--- src/rtl/mips_pkg.sv ---
// rtl/mips_pkg.sv - shared MIPS datapath widths and load-size encodings
package mips_pkg;

    localparam int DATA_W = 32;
    localparam int REG_AW = 5;

    localparam logic [1:0] LS_WORD = 2'b00;
    localparam logic [1:0] LS_HALF = 2'b01;
    localparam logic [1:0] LS_BYTE = 2'b10;

endpackage

--- src/rtl/wb_load_align.sv ---
// rtl/wb_load_align.sv - big-endian sub-word select and sign/zero extension for loads
module wb_load_align
    import mips_pkg::*;
(
    input  logic [31:0] readData,
    input  logic [1:0]  addrLow,
    input  logic [1:0]  loadSize,
    input  logic        loadSigned,
    output logic [31:0] loadValue
);

    logic [7:0]  byteSel;
    logic [15:0] halfSel;

    always_comb begin
        byteSel   = 8'h00;
        halfSel   = 16'h0000;
        loadValue = readData;

        // Big-endian: offset 0 is the most significant byte of the word.
        case (addrLow)
            2'd0:    byteSel = readData[31:24];
            2'd1:    byteSel = readData[23:16];
            2'd2:    byteSel = readData[15:8];
            default: byteSel = readData[7:0];
        endcase

        halfSel = addrLow[1] ? readData[15:0] : readData[31:16];

        case (loadSize)
            LS_BYTE: loadValue = {{24{loadSigned & byteSel[7]}}, byteSel};
            LS_HALF: loadValue = {{16{loadSigned & halfSel[15]}}, halfSel};
            default: loadValue = readData;
        endcase
    end

endmodule

--- src/rtl/write_back.sv ---
// rtl/write_back.sv - MEM/WB pipeline register and register-file write-back select
module write_back
    import mips_pkg::*;
#(
    parameter int DATA_W = mips_pkg::DATA_W,
    parameter int REG_AW = mips_pkg::REG_AW
) (
    input  logic              clk,
    input  logic              rst_n,
    input  logic              en,
    input  logic              flush,
    input  logic              RegWrite,
    input  logic              MemtoReg,
    input  logic              Link,
    input  logic [1:0]        loadSize,
    input  logic              loadSigned,
    input  logic [1:0]        addrLow,
    input  logic [DATA_W-1:0] readData,
    input  logic [DATA_W-1:0] ALUResult,
    input  logic [DATA_W-1:0] pcPlus4,
    input  logic [REG_AW-1:0] writeReg,
    output logic [DATA_W-1:0] writeData,
    output logic [REG_AW-1:0] wbReg,
    output logic              wbRegWrite
);

    logic              regWriteQ;
    logic              memtoRegQ;
    logic              linkQ;
    logic [1:0]        loadSizeQ;
    logic              loadSignedQ;
    logic [1:0]        addrLowQ;
    logic [DATA_W-1:0] readDataQ;
    logic [DATA_W-1:0] aluResultQ;
    logic [DATA_W-1:0] pcPlus4Q;
    logic [DATA_W-1:0] loadValue;

    // A bubble clears every field so writeData reads 0 as well as disabling the write.
    always_ff @(posedge clk or negedge rst_n) begin
        if (!rst_n) begin
            regWriteQ   <= 1'b0;
            memtoRegQ   <= 1'b0;
            linkQ       <= 1'b0;
            loadSizeQ   <= LS_WORD;
            loadSignedQ <= 1'b0;
            addrLowQ    <= 2'b00;
            readDataQ   <= '0;
            aluResultQ  <= '0;
            pcPlus4Q    <= '0;
            wbReg       <= '0;
        end else if (en) begin
            if (flush) begin
                regWriteQ   <= 1'b0;
                memtoRegQ   <= 1'b0;
                linkQ       <= 1'b0;
                loadSizeQ   <= LS_WORD;
                loadSignedQ <= 1'b0;
                addrLowQ    <= 2'b00;
                readDataQ   <= '0;
                aluResultQ  <= '0;
                pcPlus4Q    <= '0;
                wbReg       <= '0;
            end else begin
                regWriteQ   <= RegWrite;
                memtoRegQ   <= MemtoReg;
                linkQ       <= Link;
                loadSizeQ   <= loadSize;
                loadSignedQ <= loadSigned;
                addrLowQ    <= addrLow;
                readDataQ   <= readData;
                aluResultQ  <= ALUResult;
                pcPlus4Q    <= pcPlus4;
                wbReg       <= writeReg;
            end
        end
    end

    wb_load_align u_load_align (
        .readData   (readDataQ),
        .addrLow    (addrLowQ),
        .loadSize   (loadSizeQ),
        .loadSigned (loadSignedQ),
        .loadValue  (loadValue)
    );

    always_comb begin
        if (linkQ)
            writeData = pcPlus4Q;
        else if (memtoRegQ)
            writeData = loadValue;
        else
            writeData = aluResultQ;
    end

    // $0 is hardwired to zero, so writes to it never reach the register file.
    assign wbRegWrite = regWriteQ && (wbReg != '0);

endmodule

--- config.mk ---
export PLATFORM = sky130hd
export DESIGN_NAME = write_back
export DESIGN_NICKNAME = d
export VERILOG_FILES = /design/src/rtl/mips_pkg.sv /design/src/rtl/wb_load_align.sv /design/src/rtl/write_back.sv
export SDC_FILE = /design/constraint.sdc
export NUM_CORES = 1
export LEC_CHECK = 0
export ABC_AREA = 1
export CAP_MARGIN = 0
export CORE_MARGIN = 5
export CORE_UTILIZATION = 44
export DETAILED_ROUTE_END_ITERATION = 10
export GPL_ROUTABILITY_DRIVEN = 0
export GPL_TIMING_DRIVEN = 0
export PLACE_DENSITY = 0.76
export SYNTH_ARGS = -nofsm -noshare
export SYNTH_HDL_FRONTEND = slang
export SYNTH_SLANG_ARGS = --single-unit
--- constraint.sdc ---
create_clock -name clk -period 1.6 [get_ports clk]
set_clock_uncertainty 0.15 [all_clocks]
set_input_delay 0.16 -clock clk [delete_from_list [all_inputs] [get_ports clk]]
set_output_delay 0.16 -clock clk [all_outputs]
set_load 0.03 [all_outputs]
Word-level counts from Yosys, hierarchy flattened
Cells that the tools add are included.
{ "classes": {"reduce_logical": 3, "mux": 15, "n_bitwise": 2, "n_eq_ne": 4} }
{ "op_table": {"columns": ["op", "count"], "rows": [
  ["32-bit 2-to-1 mux", 5],
  ["32-bit one-hot mux with 2 select lines", 1],
  ["8-bit one-hot mux with 3 select lines", 1],
  ["16-bit 2-to-1 mux", 1],
  ["5-bit 2-to-1 mux", 1],
  ["5-bit nonzero test", 1],
  ["2-bit by 1-bit equality test with 1-bit output (second input constant)", 2],
  ["2-bit equality test (second input constant)", 2],
  ["1-bit 2-to-1 mux", 4],
  ["2-bit 2-to-1 mux", 2],
  ["1-bit bitwise AND", 2],
  ["2-bit zero test", 1],
  ["1-bit logical AND", 1]
]} }
{ "word_totals": {"regBits": 109, "word_cells": 34, "input_bits": 113} }

Logic depth before layout (Yosys ltp)
Gate-level depths: netlist (run 1).
{ "logic_depth": {"word_depth": 6, "depth_mapped": 11, "ltp_nobuf": 10} }

By module
Synthesis (run 1) repeated with hierarchy kept, for this count alone.
{ "hier_totals": {"hier_cells": 856, "area_unflattened_um2": 6150.9} }
{ "modules_own_cells": {"columns": ["module", "cells_each", "n_inst", "area_each_um2"], "rows": [
  ["write_back", 683, 1, 5370.2],
  ["wb_load_align", 173, 1, 780.7]
]} }

Least setup slack after synthesis (run 1)
No wires, ideal clock.
{ "synth_timing": {"path_type": "register -> output", "from": "register loadSizeQ[0]", "to": "output port writeData[11]", "stages_incl_launch_ff": 9, "required_time_ns": 1.290, "setup_slack_ns": -0.422, "arrival_ns": 1.712, "path_buffers": 2, "cell_sequence": "dfrtp_1 inv_1 ha_1 buf_2 clkbuf_1 a21oi_1 nand2_1 nand2_1 a21oi_1"} }
{ "synth_via": {"elab_chain_len": 4, "word_cells_on_any_way": 5, "cone_classes": "eq/ne: 2; mux: 3"} }
{ "synth_lines": {"columns": ["item", "line", "text"], "rows": [
  ["from (decl)", "write_back.sv:30", "logic [1:0] loadSizeQ;"],
  ["from (signal assigned)", "write_back.sv:67", "loadSizeQ <= loadSize;"],
  ["2-bit by 1-bit equality test with 1-bit output or 2-bit equality test (tied branches)", "wb_load_align.sv:30", "case (loadSize)"],
  ["32-bit one-hot mux with 2 select lines *", "wb_load_align.sv:30", null],
  ["32-bit 2-to-1 mux *", "write_back.sv:89", "else if (memtoRegQ)"],
  ["32-bit 2-to-1 mux *", "write_back.sv:87", "if (linkQ)"],
  ["to (decl)", "write_back.sv:22", "output logic [DATA_W-1:0] writeData,"]
]} }
Every way passes the cells marked *; elsewhere a longest branch is shown, timed or not.

Worst setup path in the final report (run 1)
{ "layout_timing": {"from": "register addrLowQ[1]", "to": "output port writeData[23]"} }
{ "layout_via": {"elab_chain_len": 6, "word_cells_on_any_way": 10, "cone_classes": "eq/ne: 2; mux: 5; bitwise: 2; reduce/logical: 1"} }
{ "layout_lines": {"columns": ["item", "line", "text"], "rows": [
  ["from (decl)", "write_back.sv:32", "logic [1:0] addrLowQ;"],
  ["from (signal assigned)", "write_back.sv:69", "addrLowQ <= addrLow;"],
  ["2-bit equality test, or another cell as far along", "wb_load_align.sv:21", "case (addrLow)"],
  ["8-bit one-hot mux with 3 select lines", "wb_load_align.sv:21", null],
  ["1-bit bitwise AND", "wb_load_align.sv:31", "LS_BYTE: loadValue = {{24{loadSigned & byteSel[7]}}, byteSel};"],
  ["32-bit one-hot mux with 2 select lines *", "wb_load_align.sv:30", null],
  ["32-bit 2-to-1 mux *", "write_back.sv:89", null],
  ["32-bit 2-to-1 mux *", "write_back.sv:87", null]
]} }
Marks and branches as above.

==> flow_metrics.tcl, run 1 <==
set metrics [dict create \
    outcome "finished with violations" \
    violations "setup timing" \
    synth_warnings 0 \
    die_height_um 123.7 \
    layout.nets 1051 \
    finalSetupViolCount 32 \
    die_span_in_x_um 123.7 \
    yosys.area_share.simple_pct 21.76 \
    remaining_drc_errors 0 \
    worst_setup_path_start_kind "flop" \
    cp-end-kind "output port" \
    global_route.overflow_total 0 \
    crit_required_ns 1.29 \
    synth_fa_ha_area_share_pct 0.4397 \
    postSynthAreaPerCell_um2 7.460 \
    avgRoutedWirePerCell_um 17.93 \
    synth_cell_type_count 21 \
    start_util_pct 44.92 \
    drt_first_iter_violations 527 \
    yosys.area_share.xor_xnor_pct 0 \
    synth.cell_area_mm2 0.005692 \
    layout_commonest_cell "sky130_fd_sc_hd__nand3_1" \
    post-synth-top-area-cell "sky130_fd_sc_hd__dfrtp_1" \
    layout-area-overhead-vs-synth_pct 52.49 \
    synth_sequential_area_ratio_pct 47.92 \
    global_route_wire_length_before_repair_um 30920 \
    path_cells "buf_6 > o21ai_4 > nand3_2 > nand2_2 > nand2_2 > nand2_4 > buf_8 > nand2_4 > nand2_4 > nand2_4 > buf_6" \
    dieArea_mm2 0.01531 \
    synth.area.mux_share_pct 0 \
    clk_transition_reported_paths_ns 0.07 \
    dominant_combinational_cell_family_by_area_after_synthesis "simple AND/OR/NAND/NOR gates" \
    power_density_mw_per_mm2 917.2 \
    irDropWorstVdd_mv 0.5762 \
    clock_insertion_delay_worst_skew_ns 0.35 \
    final_core_utilization_pct 68.50 \
    globalRouteTotalUtil_pct 26.51 \
    final_cell_mix "115 x sky130_fd_sc_hd__nand3_1, 111 x sky130_fd_sc_hd__o21ai_0, 110 x sky130_fd_sc_hd__clkdlybuf4s50_1" \
    post_synthesis_compound_gate_area_fraction_pct 17.96 \
    clk_path_buf_depth 2 \
    final_min_period_over_clock_period_pct 141.5 \
    floorplan.rows 41 \
    critical-path-max-stage-delay_ns 0.47 \
    route.detailed.vias_per_inst 5.360 \
    syn-num-nets 878 \
    cts_tree "yes" \
    first_global_vias 5864 \
    slew-limit-headroom_pct 49.81 \
    tightest_slew_ns 0.7528 \
    min-delay-path-class "in -> reg" \
    ys_ff_latch 109 \
    maxClockFrequency_mhz 441.8 \
    rsz0062_at_grt "true" \
    clk_root_buf "sky130_fd_sc_hd__clkbuf_16" \
    timing.critical_path.slowest_stage_cell "sky130_fd_sc_hd__dfrtp_2" \
    count_of_antenna_violating_nets_left_after_detailed_routing 0 \
    cts_inserted_buffers 9 \
    port-buffer-count 149 \
    drv.max_cap_violation_count 0 \
    leakage_nw 3.778 \
    diodes 0 \
    final.setup.worst_slack_ns -0.6634 \
    final_hpwl_dp_um 14150 \
    finish.instance_area_mm2 0.008680 \
    num_vias 5966 \
    timing.final.crit_period_ns 2.263 \
    grt_antenna_before_repair 0 \
    timing.critical_path.arrival_ns 1.95 \
    timing.setup.critical_path_class "reg -> out" \
    drive_gt1_share_pct 24.34 \
    post_synth_inst_count 763 \
    hold_violations 0 \
    pin_count_of_the_biggest_net_entering_global_routing 56 \
    placement_cell_area_mm2 0.007785 \
    drt-pass1-iter-count 5 \
    cts_num_sinks 109 \
    synth.top_cell.area_share_pct 47.92 \
    drv_slew 0 \
    finalWirelength_um 19960 \
    cts_max_level 3 \
    timing.critical_path.fanout_max 5 \
    core_area_mm2 0.01267 \
    pin_count 151 \
    critPathMostFrequentCell "sky130_fd_sc_hd__nand2_4" \
    synth_area_leaders "sky130_fd_sc_hd__dfrtp_1 48%, sky130_fd_sc_hd__o21ai_0 11%, sky130_fd_sc_hd__nand3_1 11%" \
]
==> cells by family (layout without fill, tap and decap cells) <==
kind of cell             count (synthesis)  after routing
AND/OR/NAND/NOR                        280            280
AO/OA/AOI/OAI                          203            203
buffers and inverters                  169            347
adder cells (fa/ha/maj)                  2              2
flip-flops                             109            109
==> power by group <==
group	switching [mW]	total [mW]	internal, mW	leakage, nW
combinational	1.45	2.52	1.07	2.21
sequential	0.134	3.10	2.97	1.41
clock	1.04	2.34	1.30	0.150
==> cell usage after synthesis <==
cell type / number
sky130_fd_sc_hd__buf_4: 1
sky130_fd_sc_hd__nor2_1: 14
sky130_fd_sc_hd__buf_6: 2
sky130_fd_sc_hd__nand3_1: 120
sky130_fd_sc_hd__nand2_4: 1
sky130_fd_sc_hd__inv_2: 2
sky130_fd_sc_hd__ha_1: 2
sky130_fd_sc_hd__inv_1: 109
sky130_fd_sc_hd__buf_1: 8
sky130_fd_sc_hd__dfrtp_1: 109
sky130_fd_sc_hd__o211ai_1: 1
sky130_fd_sc_hd__o21ai_1: 3
sky130_fd_sc_hd__a21oi_2: 1
sky130_fd_sc_hd__nand2_1: 133
sky130_fd_sc_hd__nand2_2: 11
sky130_fd_sc_hd__o21ai_0: 124
sky130_fd_sc_hd__clkbuf_1: 25
sky130_fd_sc_hd__buf_2: 20
sky130_fd_sc_hd__clkinv_1: 2
sky130_fd_sc_hd__nand4_1: 1
sky130_fd_sc_hd__a21oi_1: 74
==> per-stage QoR <==
step / power (mW) / worst slack [ns] / cells / setup TNS, ns / hold slack (ns)
after floorplan: 4.384 / -0.08883 / 763 / -1.562 / -0.2856
after global routing: 8.294 / -0.7587 / 1113 / -22.63 / 0.1541
after CTS: 7.892 / -0.6208 / 1110 / -18.76 / 0.09667
after global placement: 5.290 / -4.107 / 1084 / -479.53 / 0.3663
final: 7.961 / -0.6634 / 1113 / -20.11 / 0.1513
after detailed placement: 5.322 / -0.9029 / 1085 / -36.13 / 0.1177
==> registers in the layout, indices dropped and copies added, names as in the netlist <==
name         count
aluResultQ      32
pcPlus4Q        32
readDataQ       32
wbReg            5
addrLowQ         2
loadSizeQ        2
linkQ            1
loadSignedQ      1
memtoRegQ        1
regWriteQ        1
==> final timing paths <==
| kind | start | endpoint | slack, ns | cells past startpoint |
|---|---|---|---|---|
| min | en | readDataQ[19] | 0.15 | 2 |
| max | addrLowQ[1] | writeData[23] | -0.66 | 11 |
| max in group asynchronous | rst_n | regWriteQ | 0.30 | 3 |
| min reg2reg | pcPlus4Q[10] | pcPlus4Q[10] | 0.39 | 2 |
| min in group asynchronous | rst_n | readDataQ[23] | 0.27 | 2 |
| max reg2reg | memtoRegQ | memtoRegQ | 0.15 | 5 |
==> critical path: cells and delay by family (launching register included) <==
| family | cells | cell delay (ns) |
|---|---|---|
| buf+inv | 3 | 0.46 |
| simple gates | 7 | 0.59 |
| compound gates | 1 | 0.05 |
| flops | 1 | 0.47 |
==> per-layer routing <==
metal | vias to the layer above | track usage [%] | part of all wire (%)
li1 | 2822 | - | -
met1 | 2783 | 36.34 | 41
met2 | 321 | 41.97 | 47
met3 | 40 | 5.086 | 9.7
met5 | - | 0 | 0
met4 | 0 | 9.619 | 2.4
==> final cells by class <==
type,count,area [um^2]
Clock buffer,13,260.3
Timing Repair Buffer,164,1709
Fill cell,1059,3991
Inverter,113,437.9
Tap cell,172,215.2
Clock inverter,3,43.79
Sequential cell,109,2730
Multi-Input combinational cell,485,2948
Buffer,54,335.3
==> what timing repair did <==
item                       in CTS  in global routing
buffers inserted                8                  3
cloned                          2                  0
pin swaps                      57                 21
hold endpoints to repair       54                  0
resized for setup             342                 24
setup endpoints to repair      44                 33
hold buffers                    1                  0
Note: power is estimated with default switching activity, not from simulation.
==> inputs of run 2 (changes only) <==
- CORE_UTILIZATION: 44 -> 33
- PLACE_DENSITY: 0.76 -> 0.6
==> run 2 against run 1 <==
Against the previous run: the flow still finishes with violations (setup timing); design area up 2.0%; critical path depth shrank 2; count of clock-buffer cells in the layout fell by 3; routed wire length increased by 3.2%; power increased by 3.2%; combinational power is 2% higher; critical path type unchanged.
==> flow_metrics.tcl, run 2 (synthesis gave the netlist of run 1 again) <==
set metrics [dict create \
    outcome "finished with violations" \
    violations "setup timing" \
    globalRouteTotalUtil_pct 20.92 \
    final_cell_mix "112 x sky130_fd_sc_hd__nand3_1, 110 x sky130_fd_sc_hd__clkdlybuf4s50_1, 109 x sky130_fd_sc_hd__o21ai_0" \
    filler_cell_count 1660 \
    timing.rr.start "memtoRegQ" \
    timing.critical_path.arrival_ns 1.92 \
    critical-path-max-stage-delay_ns 0.45 \
    pin_count 151 \
    die_span_in_x_um 141.3 \
    clk_transition_reported_paths_ns 0.08 \
    diodes 0 \
    final.setup.worst_slack_ns -0.6261 \
    remaining_drc_errors 0 \
    irDropWorstVdd_mv 0.5503 \
    num_vias 5772 \
    cts_num_sinks 109 \
    layout.nets 1057 \
    port-buffer-count 149 \
    power_density_mw_per_mm2 927.5 \
    clock_insertion_delay_worst_skew_ns 0.35 \
    global_route_wire_length_before_repair_um 32350 \
    leakage_nw 3.833 \
    finalNonFillerCells 1172 \
    slew-limit-headroom_pct 61.67 \
    cp-end-kind "output port" \
    drv.max_cap_violation_count 0 \
    global_route.overflow_total 0 \
    route.detailed.vias_per_inst 4.925 \
    reg2reg_slack_ns 0.17 \
    worst-r2r-cell-count 5 \
    timing.critical_path.slowest_stage_cell "sky130_fd_sc_hd__dfrtp_2" \
    timing.critical_path.fanout_max 8 \
    cp_num_buf_inv 3 \
    core_area_mm2 0.01712 \
    cts_max_level 3 \
    dieArea_mm2 0.01997 \
    count_of_antenna_violating_nets_left_after_detailed_routing 0 \
    final_min_period_over_clock_period_pct 139.1 \
    pin_count_of_the_biggest_net_entering_global_routing 61 \
    sequential_cell_area_mm2 0.002730 \
    path_cells "buf_6 > o21ai_4 > nand3_2 > buf_4 > nand3_4 > nand2_2 > nand2_2 > a21oi_4 > buf_6" \
    die_height_um 141.3 \
    timing.final.crit_period_ns 2.226 \
    drt-pass1-iter-count 4 \
    drive_gt1_share_pct 26.40 \
    floorplan.rows 48 \
    cpLargestDelayFamily "buffers and inverters" \
    dpl_worst_slack_ns -0.9745 \
    rr_endpoint "memtoRegQ" \
    whs_endpoint "readDataQ[19]" \
    hold_violations 0 \
    multi_input_area_mm2 0.002987 \
    tightest_slew_ns 0.5749 \
    cts_inserted_buffers 9 \
    finalSetupViolCount 32 \
    start_util_pct 33.25 \
    avgRoutedWirePerCell_um 17.58 \
    crit_required_ns 1.29 \
    final_hpwl_dp_um 14900 \
    drt_first_iter_violations 409 \
    min-delay-path-class "in -> reg" \
    layout_commonest_cell "sky130_fd_sc_hd__nand3_1" \
    whs_path_depth 2 \
    final_total_power_mw 8.215 \
    cts_tree "yes" \
    rsz0062_at_grt "true" \
    maxClockFrequency_mhz 449.2 \
    clk_path_buf_depth 2 \
    worst_setup_path_start_kind "flop" \
    grt_antenna_before_repair 0 \
    first_global_vias 5800 \
    hold_start "en" \
    layout-area-overhead-vs-synth_pct 55.62 \
    timing.setup.critical_path_class "reg -> out" \
    layout_top_registers "aluResultQ (32), pcPlus4Q (32), readDataQ (32)" \
    clk_root_buf "sky130_fd_sc_hd__clkbuf_16" \
    placed_cells_incl_taps 1138 \
    finalWirelength_um 20610 \
    drv_slew 0 \
]
==> run 2: final cells by class <==
type                            count  share of cell area (%)
Buffer                             53                   3.687
Clock buffer                       10                   2.698
Clock inverter                      6                   1.059
Inverter                          113                   4.916
Multi-Input combinational cell    485                   33.72
Sequential cell                   109                   30.82
Tap cell                          225                   3.178
Timing Repair Buffer              170                   19.86
Timing Repair inverter              1                 0.05651
==> run 2: repair_timing <==
item,CTS,global route
resized for setup,341,44
hold endpoints to repair,49,0
cloned,4,0
hold buffers,1,0
buffers inserted,13,4
pin swaps,51,41
setup endpoints to repair,43,33
==> run 2: layer usage <==
| layer | routed length, um | global-route usage (%) | up-vias |
|---|---|---|---|
| li1 | - | - | 2840 |
| met1 | 9729 | 30.19 | 2724 |
| met2 | 9081 | 31.18 | 187 |
| met3 | 1448 | 5.056 | 21 |
| met4 | 345 | 6.272 | 0 |
| met5 | 0 | 0 | - |
==> run 2: how the worst max path moves through the flow <==
stage / slack, ns / from / end / cells after the start
floorplan: -0.09 / loadSizeQ[1] / writeData[11] / 7
global placement: -4.33 / rst_n / regWriteQ / 1
detailed placement: -0.97 / linkQ / writeData[30] / 5
CTS: -0.67 / loadSizeQ[0] / writeData[26] / 13
global route: -0.71 / addrLowQ[1] / writeData[3] / 11
finish: -0.63 / addrLowQ[1] / writeData[14] / 9
==> run 2: per-stage QoR <==
step                      setup TNS [ns]  utilization (%)  instance area [um^2]  hold WS [ns]
after CTS                         -19.70            50.89                  8711       0.09285
after detailed placement          -38.44            45.89                  7855      0.003234
after floorplan                   -1.562                -                  6053       -0.2856
final                             -19.12            51.75                  8857       0.09562
after global routing              -21.90            51.75                  8857        0.1144
after global placement           -508.40            45.72                  7826        0.3657
==> run 2: worst register-to-register path: stages, from the launching register on <==
cell,delay (ns)
sky130_fd_sc_hd__dfrtp_1,0.37
sky130_fd_sc_hd__buf_4,0.17
sky130_fd_sc_hd__inv_1,0.10
sky130_fd_sc_hd__buf_4,0.22
sky130_fd_sc_hd__buf_6,0.18
sky130_fd_sc_hd__o21ai_0,0.10
==> run 2: report_power, final <==
| group | leakage (nW) | switching, mW | total [mW] | internal (mW) |
|---|---|---|---|---|
| sequential | 1.41 | 0.134 | 3.10 | 2.97 |
| combinational | 2.25 | 1.46 | 2.56 | 1.09 |
| clock | 0.165 | 1.12 | 2.56 | 1.43 |
